$ cat src/rtl/alu_pkg.sv
// Shared opcodes, FSM state type and op-class helper for alu_muldiv.
package alu_pkg;

  localparam int ALU_OPW = 4;

  localparam logic [3:0] ALU_AND   = 4'b0000;
  localparam logic [3:0] ALU_OR    = 4'b0001;
  localparam logic [3:0] ALU_ADD   = 4'b0010;
  localparam logic [3:0] ALU_XOR   = 4'b0011;
  localparam logic [3:0] ALU_SLTU  = 4'b0100;
  localparam logic [3:0] ALU_SUB   = 4'b0110;
  localparam logic [3:0] ALU_SLT   = 4'b0111;
  localparam logic [3:0] ALU_MULT  = 4'b1000;
  localparam logic [3:0] ALU_MULTU = 4'b1001;
  localparam logic [3:0] ALU_DIV   = 4'b1010;
  localparam logic [3:0] ALU_DIVU  = 4'b1011;
  localparam logic [3:0] ALU_NOR   = 4'b1100;
  localparam logic [3:0] ALU_MFHI  = 4'b1101;
  localparam logic [3:0] ALU_MFLO  = 4'b1110;

  typedef enum logic [1:0] {IDLE, CALC, FIX} state_t;

  function automatic logic is_muldiv(input logic [3:0] op);
    return op inside {ALU_MULT, ALU_MULTU, ALU_DIV, ALU_DIVU};
  endfunction

endpackage

$ cat src/rtl/alu_muldiv_iter.sv
// Unsigned magnitude datapath: shift-add multiplier and restoring divider,
// one bit per step_i, with {hi_o,lo_o} holding product or {remainder,quotient}.
module alu_muldiv_iter #(
  parameter int W = 32
) (
  input  logic         clk,
  input  logic         rst_n,
  input  logic         start_i,
  input  logic         step_i,
  input  logic         is_div_i,
  input  logic [W-1:0] a_i,
  input  logic [W-1:0] b_i,
  output logic [W-1:0] hi_o,
  output logic [W-1:0] lo_o,
  output logic         last_o
);

  localparam int CW = $clog2(W) + 1;

  logic [W-1:0]  hi_q, hi_d, lo_q, lo_d, m_q;
  logic          div_q;
  logic [CW-1:0] cnt_q;
  logic [W:0]    add_sum, trial;

  // lo holds the multiplier (mul) or the dividend shifting into the remainder (div)
  always_comb begin
    add_sum = {1'b0, hi_q} + (lo_q[0] ? {1'b0, m_q} : {(W+1){1'b0}});
    trial   = {hi_q, lo_q[W-1]} - {1'b0, m_q};
    if (div_q) begin
      if (!trial[W]) begin
        hi_d = trial[W-1:0];
        lo_d = {lo_q[W-2:0], 1'b1};
      end else begin
        hi_d = {hi_q[W-2:0], lo_q[W-1]};
        lo_d = {lo_q[W-2:0], 1'b0};
      end
    end else begin
      hi_d = add_sum[W:1];
      lo_d = {add_sum[0], lo_q[W-1:1]};
    end
  end

  always_ff @(posedge clk or negedge rst_n) begin
    if (!rst_n) begin
      hi_q  <= '0;
      lo_q  <= '0;
      m_q   <= '0;
      div_q <= 1'b0;
      cnt_q <= '0;
    end else if (start_i) begin
      hi_q  <= '0;
      lo_q  <= is_div_i ? a_i : b_i;
      m_q   <= is_div_i ? b_i : a_i;
      div_q <= is_div_i;
      cnt_q <= '0;
    end else if (step_i) begin
      hi_q  <= hi_d;
      lo_q  <= lo_d;
      cnt_q <= cnt_q + CW'(1);
    end
  end

  assign hi_o   = hi_q;
  assign lo_o   = lo_q;
  assign last_o = (cnt_q == CW'(W - 1));

endmodule

$ cat src/rtl/alu_muldiv.sv
// Registered MIPS-style ALU with iterative mul/div, HI/LO and valid/ready handshake.
// Define ALU_OVF_EN to build the signed ADD/SUB overflow flag.
module alu_muldiv
  import alu_pkg::*;
#(
  parameter int W   = 32,
  parameter int OPW = ALU_OPW
) (
  input  logic           clk,
  input  logic           rst_n,
  input  logic           in_valid,
  output logic           in_ready,
  input  logic [OPW-1:0] ALUop,
  input  logic [W-1:0]   opA,
  input  logic [W-1:0]   opB,
  output logic           out_valid,
  output logic [W-1:0]   result,
  output logic           zero,
  output logic           div0,
  output logic           overflow
);

  state_t       state_q;
  logic [W-1:0] hi_q, lo_q, result_q, a_q, res_d, sum, diff;
  logic [W-1:0] it_hi, it_lo, fix_hi_d, fix_lo_d, a_mag, b_mag;
  logic         zero_q, div0_q, valid_q, div_q, neg_lo_q, neg_hi_q, bzero_q;
  logic         accept, signed_op, div_op, a_neg, b_neg, it_last;

  assign accept    = in_valid && in_ready;
  assign signed_op = (ALUop == ALU_MULT) || (ALUop == ALU_DIV);
  assign div_op    = (ALUop == ALU_DIV) || (ALUop == ALU_DIVU);
  assign a_neg     = signed_op && opA[W-1];
  assign b_neg     = signed_op && opB[W-1];
  assign a_mag     = a_neg ? -opA : opA;
  assign b_mag     = b_neg ? -opB : opB;
  assign sum       = opA + opB;
  assign diff      = opA - opB;

  alu_muldiv_iter #(.W(W)) u_iter (
    .clk      (clk),
    .rst_n    (rst_n),
    .start_i  (accept && is_muldiv(ALUop)),
    .step_i   (state_q == CALC),
    .is_div_i (div_op),
    .a_i      (a_mag),
    .b_i      (b_mag),
    .hi_o     (it_hi),
    .lo_o     (it_lo),
    .last_o   (it_last)
  );

  always_comb begin
    res_d = '0;
    case (ALUop)
      ALU_AND:  res_d = opA & opB;
      ALU_OR:   res_d = opA | opB;
      ALU_XOR:  res_d = opA ^ opB;
      ALU_NOR:  res_d = ~(opA | opB);
      ALU_ADD:  res_d = sum;
      ALU_SUB:  res_d = diff;
      ALU_SLT:  res_d = {{(W-1){1'b0}}, ($signed(opA) < $signed(opB))};
      ALU_SLTU: res_d = {{(W-1){1'b0}}, (opA < opB)};
      ALU_MFHI: res_d = hi_q;
      ALU_MFLO: res_d = lo_q;
      default:  res_d = '0;
    endcase
  end

  // Divide-by-zero bypasses the datapath result entirely; sign fixes apply otherwise
  always_comb begin
    fix_hi_d = it_hi;
    fix_lo_d = it_lo;
    if (!div_q) begin
      if (neg_lo_q) {fix_hi_d, fix_lo_d} = -{it_hi, it_lo};
    end else if (bzero_q) begin
      fix_hi_d = a_q;
      fix_lo_d = '1;
    end else begin
      if (neg_lo_q) fix_lo_d = -it_lo;
      if (neg_hi_q) fix_hi_d = -it_hi;
    end
  end

  always_ff @(posedge clk or negedge rst_n) begin
    if (!rst_n) begin
      state_q  <= IDLE;
      hi_q     <= '0;
      lo_q     <= '0;
      result_q <= '0;
      zero_q   <= 1'b1;
      div0_q   <= 1'b0;
      valid_q  <= 1'b0;
      a_q      <= '0;
      div_q    <= 1'b0;
      neg_lo_q <= 1'b0;
      neg_hi_q <= 1'b0;
      bzero_q  <= 1'b0;
    end else begin
      valid_q <= 1'b0;
      case (state_q)
        IDLE: if (accept) begin
          if (is_muldiv(ALUop)) begin
            state_q  <= CALC;
            a_q      <= opA;
            div_q    <= div_op;
            neg_lo_q <= a_neg ^ b_neg;
            neg_hi_q <= a_neg;
            bzero_q  <= (opB == '0);
          end else begin
            result_q <= res_d;
            zero_q   <= (res_d == '0);
            div0_q   <= 1'b0;
            valid_q  <= 1'b1;
          end
        end
        CALC: if (it_last) state_q <= FIX;
        FIX: begin
          hi_q     <= fix_hi_d;
          lo_q     <= fix_lo_d;
          result_q <= fix_lo_d;
          zero_q   <= (fix_lo_d == '0);
          div0_q   <= div_q && bzero_q;
          valid_q  <= 1'b1;
          state_q  <= IDLE;
        end
        default: state_q <= IDLE;
      endcase
    end
  end

`ifdef ALU_OVF_EN
  logic ovf_d, ovf_q;

  always_comb begin
    ovf_d = 1'b0;
    if (ALUop == ALU_ADD)
      ovf_d = (opA[W-1] == opB[W-1]) && (sum[W-1] != opA[W-1]);
    else if (ALUop == ALU_SUB)
      ovf_d = (opA[W-1] != opB[W-1]) && (diff[W-1] != opA[W-1]);
  end

  always_ff @(posedge clk or negedge rst_n) begin
    if (!rst_n)
      ovf_q <= 1'b0;
    else if (accept && !is_muldiv(ALUop))
      ovf_q <= ovf_d;
    else if (state_q == FIX)
      ovf_q <= 1'b0;
  end

  assign overflow = ovf_q;
`else
  assign overflow = 1'b0;
`endif

  assign in_ready  = (state_q == IDLE);
  assign out_valid = valid_q;
  assign result    = result_q;
  assign zero      = zero_q;
  assign div0      = div0_q;

endmodule
$ cat config.mk
export PLATFORM = sky130hd
export DESIGN_NAME = alu_muldiv
export DESIGN_NICKNAME = d
export VERILOG_FILES = /design/src/rtl/alu_pkg.sv /design/src/rtl/alu_muldiv_iter.sv /design/src/rtl/alu_muldiv.sv
export SDC_FILE = /design/constraint.sdc
export NUM_CORES = 1
export LEC_CHECK = 0
export BUFFER_PORTS_ARGS = -buffer_cell sky130_fd_sc_hd__buf_2
export CAP_MARGIN = 15
export CORE_ASPECT_RATIO = 2
export CORE_MARGIN = 2
export CORE_UTILIZATION = 30
export CTS_BUF_LIST = sky130_fd_sc_hd__clkbuf_4
export CTS_CLUSTER_DIAMETER = 200
export DETAILED_ROUTE_END_ITERATION = 10
export PLACE_DENSITY_LB_ADDON = 0.3
export SETUP_SLACK_MARGIN = 0.15
export SYNTH_ARGS = -nofsm -noshare
export SYNTH_HDL_FRONTEND = slang
export SYNTH_HIERARCHICAL = 1
export SYNTH_SLANG_ARGS = --single-unit
$ cat constraint.sdc
create_clock -name clk -period 4.3 [get_ports clk]
set_input_delay 0.215 -clock clk [delete_from_list [all_inputs] [get_ports clk]]
set_output_delay 0.215 -clock clk [all_outputs]
set_load 0.01 [all_outputs]
### Word level (Yosys, flattened, before mapping)

Index checks and enable logic that the tools add are counted.

| cells by class | value |
|---|---|
| add/subtract/negate cells | 10 |
| multiply operators | 0 |
| div/mod/pow operators | 0 |
| magnitude comparators | 2 |
| eq/ne operators | 20 |
| shift-type cells | 0 |
| multiplexer cells | 40 |
| bitwise gates (word level) | 5 |
| reduce and logical (&&, ||, !) cells | 18 |

Operators by type and width:

| kind | number |
|---|---|
| $mux W32 | 22 |
| $pmux W32 S10 | 1 |
| $neg A32 Y32 | 4 |
| $logic_not A32 Y1 | 3 |
| $lt A32 B32 Y1 | 2 |
| $neg A64 Y64 | 1 |
| $pmux W32 S2 | 1 |
| $add A32 B33 Y33 | 1 |
| $sub A33 B32 Y33 | 1 |
| $add A32 B32 Y32 | 1 |
| $and A32 B32 Y32 | 1 |
| $not A32 Y32 | 1 |
| $or A32 B32 Y32 | 1 |
| $sub A32 B32 Y32 | 1 |
| $xor A32 B32 Y32 | 1 |
| $eq A4 B4 Y1 const B | 7 |
| $eq A4 B3 Y1 const B | 3 |
| $mux W6 | 2 |
| $reduce_and A3 Y1 | 3 |
| $eq A4 B2 Y1 const B | 2 |
| $mux W1 | 7 |
| $add A6 B1 Y6 const B | 1 |
| $eq A6 B5 Y1 const B | 1 |
| $mux W2 | 3 |
| 14 further kinds | 24 |

| word-level totals | value |
|---|---|
| bits in registers | 240 |
| latch bits | 0 |
| memory bits (writable) | 0 |
| memory bits (read-only) | 0 |
| input port bits | 71 |
| memories | 0 |

### Logic depth before layout (Yosys ltp)

| depth | value |
|---|---|
| word-level depth | 7 |
| gate-level depth with buffers | 15 |
| mapped depth without buffers | 14 |

### Modules after synthesis

Netlist, hierarchy kept.

Modules (own cells, without submodules):

| module | times used | cells an instance | area each (µm²) | seq. area each (µm²) |
|---|---|---|---|---|
| alu_muldiv | 1 | 2169 | 15828.9 | 3429.5 |
| alu_muldiv_iter | 1 | 1137 | 9352.7 | 2577.5 |

### Worst setup path after synthesis

Ideal clock, no wire load.

| path | value |
|---|---|
| path type | reg2reg |
| start | reg u_iter.hi_q[0], in the netlist u_iter/hi_o[0] |
| end | reg hi_q[30] |
| library setup time | 0.064 ns |
| arrival time | 3.619 ns |
| required time | 4.236 ns |
| setup slack | 0.617 ns |
| cell stages (with the launch flop) | 14 |
| cell sequence | dfrtp_1 > inv_1 > ha_1 > or3b_1 > or4b_1 > or4_1 > or3_1 > nor4_1 > nand2_1 > o21ai_1 > xnor2_1 > nor2_1 > a211oi_1 > a21o_1 |

| on the way | value |
|---|---|
| word-level cells in the longest chain between the ends | 4 |
| elaborated cells between the ends (all ways) | 6 |

RTL lines:

| what | RTL line | text |
|---|---|---|
| start, declared | alu_muldiv_iter.sv:20 | `logic [W-1:0] hi_q, hi_d, lo_q, lo_d, m_q;` |
| start signal, assigned | alu_muldiv_iter.sv:57 | `hi_q <= hi_d;` |
| $neg A32 Y32 | alu_muldiv.sv:80 | `if (neg_hi_q) fix_hi_d = -it_hi;` |
| $mux W32 | alu_muldiv.sv:80 |  |
| $mux W32 | alu_muldiv.sv:75 | `end else if (bzero_q) begin` |
| $mux W32 (*) | alu_muldiv.sv:73 | `if (!div_q) begin` |
| end signal, assigned | alu_muldiv.sv:118 | `hi_q <= fix_hi_d;` |
| end, declared | alu_muldiv.sv:24 | `logic [W-1:0] hi_q, lo_q, result_q, a_q, res_d, sum, diff;` |

Mark *: on every way between the ends. The rest lies on a longest branch, timed or not.
A chain may end at the register's enable or synchronous reset.

### Worst setup path in the final report

| path | value |
|---|---|
| start | reg u_iter.lo_q[0], in the netlist u_iter/lo_o[0] |
| end | reg u_iter.hi_q[30], in the netlist u_iter/hi_o[30] |

| on the way | value |
|---|---|
| word-level cells in the longest chain between the ends | 5 |

RTL lines:

| what | RTL line | text |
|---|---|---|
| start, declared | alu_muldiv_iter.sv:20 |  |
| start signal, assigned | alu_muldiv_iter.sv:52 | `lo_q <= is_div_i ? a_i : b_i;` |
| start signal, assigned | alu_muldiv_iter.sv:58 | `lo_q <= lo_d;` |
| $mux W32 | alu_muldiv_iter.sv:27 | `add_sum = {1'b0, hi_q} + (lo_q[0] ? {1'b0, m_q} : {(W+1){1'b0}});` |
| $add A32 B33 Y33 | alu_muldiv_iter.sv:27 |  |
| $mux W32 | alu_muldiv_iter.sv:29 | `if (div_q) begin` |
| $mux W32 | alu_muldiv_iter.sv:56 | `end else if (step_i) begin` |
| $mux W32 | alu_muldiv_iter.sv:50 | `end else if (start_i) begin` |

Every way passes these cells. The select of a mux whose other input is x is not followed.

==> results.toml <==
[timing]
fin_crit_sh_pct = 93.0
slew-limit-headroom_pct = 14.3
setup-violations-final = 0
fmax_mhz = 250
clock_skew_ps = 68.7
maxSlewViolCount = 0
hold_viol = 0
worst_slack_ps = 299
period_needed_ps = 4000
max_slew.worst_pin.slew_ps = 1280
rsz0062_at_grt = "true"
hold_slack_ps = 86.1
finalSetupTns_ps = 0

[clock_tree]
tritoncts = "built"
numCtsBuffers = 61
clockRootBuffer = "clkbuf_4"
path_clk_slew_ps = 80
clock_sinks = 240
worstSkewPairLatency_ps = 920
htree_num_levels = 2
cts_buffer_depth = 3

[placement]
dpl.cell_count = 4521
post_dp_cell_area_um2 = 28300
place_congestion = 1.06
io_buffers = 106
dp_slack_ps = 102
hpwl_mm = 111

[synthesis]
synth_nets = 3558
syn-cell-area_um2 = 25200
synth_area_per_cell_um2 = 7.62
syn_inst = 3306
synth_cell_types = 94
async_flop_share_pct = 100
synth_top_area_share_pct = 23.8
synth.area.top_cells = "dfrtp_1 24%, ha_1 8.8%, mux2i_1 6.0%"
yosys_warnings = 6
yosys.area.top_type = "dfrtp_1"
synth_ff_type = "dfrtp_1"
ys_seq_area_share_pct = 23.9
synth_common_cells = "346 x nand2_1, 291 x nor2_1, 288 x a21oi_1, 254 x o21ai_0, 239 x dfrtp_1"
synth.most_common_cell = "nand2_1"
synth-edff-count = 0
ys_ff_latch = 240

[worst_setup_path]
reg2reg_depth = 14
crit_fanout = 29
cp.required_ps = 5040
crit_end = "u_iter/hi_o[30]$_DFFE_PN0P_"
crit_arrival_ps = 4740
r2r_end = "u_iter/hi_o[30]$_DFFE_PN0P_"
worst_setup_path_start_kind = "register"
critPathLaunch = "u_iter/lo_o[0]$_DFFE_PN0P_"
r2r-start = "u_iter/lo_o[0]$_DFFE_PN0P_"
crit_type = "register to register"
rrSetupSlack_ps = 300
endpoint_kind = "register"

[grt]
grt_max_degree = 101
grt_pass1_vias = 27800
grt_overflow = 0
track_usage_pct = 31.5
grt_pass1_wl_mm = 195
antenna_found_initial = 7

[cells_and_area]
syn_to_final_growth_pct = 17.7
fin_cells = 4695
seq_area_um2 = 6010
nNetsFinal = 3831
design_area_um2 = 29600
post-route-util_pct = 35.6
fill_cells = 8995
multi_input_area_um2 = 17800
drive_above_1_share_pct = 14.4

[die]
dieArea_um2 = 86400
ios = 108
die_h_um = 414
die_x_um = 209
core-area_um2 = 83300
initial_core_util_pct = 30.2
row_count = 150

[detailed_routing]
routed-via-count = 27500
antenna_left = 0
remaining_drc_errors = 0
wire_per_inst_um = 29.5
firstDrtPassIters = 6
vias_per_cell = 5.86
routed_wl_mm = 138
drt_iter0_drc = 1878

[run]
maxCapViolCount = 0

[outcome]
status = "completed"

[power]
power.total_mw = 15.9
p_per_area_nw_per_um2 = 535
total_leakage_power_nw = 12.9
irDropWorstVdd_mv = 0.255

[min_path]
holdCritPathClass = "primary input to register"
cells in the final DEF (no fill, tap or decap), drive strengths merged, types with 14 or more instances in the layout:
cell type / n
nor4: 40
nand2b: 26
inv: 166
nor2: 291
and3: 23
nor3: 64
and2: 47
mux2i: 152
xnor2: 145
o21ai: 281
a22oi: 35
dlygate4sd3: 58
nand2: 346
nand3: 69
or3: 36
o41ai: 17
clkbuf: 85
a211oi: 59
dfrtp: 239
o211ai: 53
a21o: 61
o21a: 14
a211o: 17
a31oi: 37
nand4: 30
or2: 14
buf: 351
ha: 177
xor2: 57
o31ai: 51
or4: 16
a21oi: 288
clkinv: 24
a221oi: 19
nor2b: 29
report_power, final:
part           leakage (nW)  internal (mW)  switching [mW]
logic                  9.66           4.04            6.09
registers              2.78           2.79           0.873
clock network         0.449          0.914            1.16
sequential cells by signal, summed over array words and instances, names as in the netlist, 2 cells and up:
register and cells:
a_q 32, hi_q 32, lo_q 32, result 32
u_iter/hi_o 32, u_iter/lo_o 32, u_iter/m_q 32, u_iter/cnt_q 6
state_q 2
what timing repair did:
item,in CTS,in global routing
buffers inserted,0,0
endpoints found under the setup margin,0,9
hold buffers,59,0
gates resized for setup,0,5
hold endpoints to repair,156,0
cell type report:
class	count	area share [%]
diodes	7	0.0591
clock buffers	85	2.15
clock inverters	23	0.338
inverters	167	2.12
multi-input cells	2700	60.2
flip-flops and latches	240	20.3
well taps	1064	4.49
repair buffers	409	10.3
worst max-delay path: stages (launching register included):
cell      delay, ps
dfrtp_1         510
buf_4           300
and2_1          180
ha_1            390
nand2_1         140
o21ai_0         320
a21o_1          200
a211oi_1         50
buf_4           160
o31ai_1         480
a311oi_1        180
buf_4           180
o41ai_1         300
mux2i_1         130
a211oi_1        310
kinds of logic (layout without fill, tap and decap cells):
kind of cell / after synthesis / count (layout) / share of synthesized area, %
buf+inv: 366 / 684 / 5.62
compound gates: 1088 / 1088 / 27.9
simple gates: 1070 / 1070 / 20.1
mux: 158 / 158 / 6.31
other cells: 1 / 8 / 0.0149
fa+ha+maj: 181 / 181 / 9.11
xor+xnor: 202 / 202 / 7.03
flops: 240 / 240 / 23.9
worst min-delay path by stage:
stage,cells after the start,start,to
after floorplan,0,rst_n,a_q[0]$_DFFE_PN0P_
after global placement,1,rst_n,u_iter/m_q[1]$_DFFE_PN0P_
after detailed placement,1,rst_n,u_iter/m_q[1]$_DFFE_PN0P_
after CTS,4,opB[14],u_iter/m_q[14]$_DFFE_PN0P_
after global routing,5,opB[8],u_iter/lo_o[8]$_DFFE_PN0P_
final,5,opB[8],u_iter/lo_o[8]$_DFFE_PN0P_
routing by layer:
metal	wire (µm)	track usage (%)
met1	45500	29.1
met2	70200	58.0
met3	6180	4.53
met4	16500	32.0
met5	32	0
(Power assumes the default switching activity.)
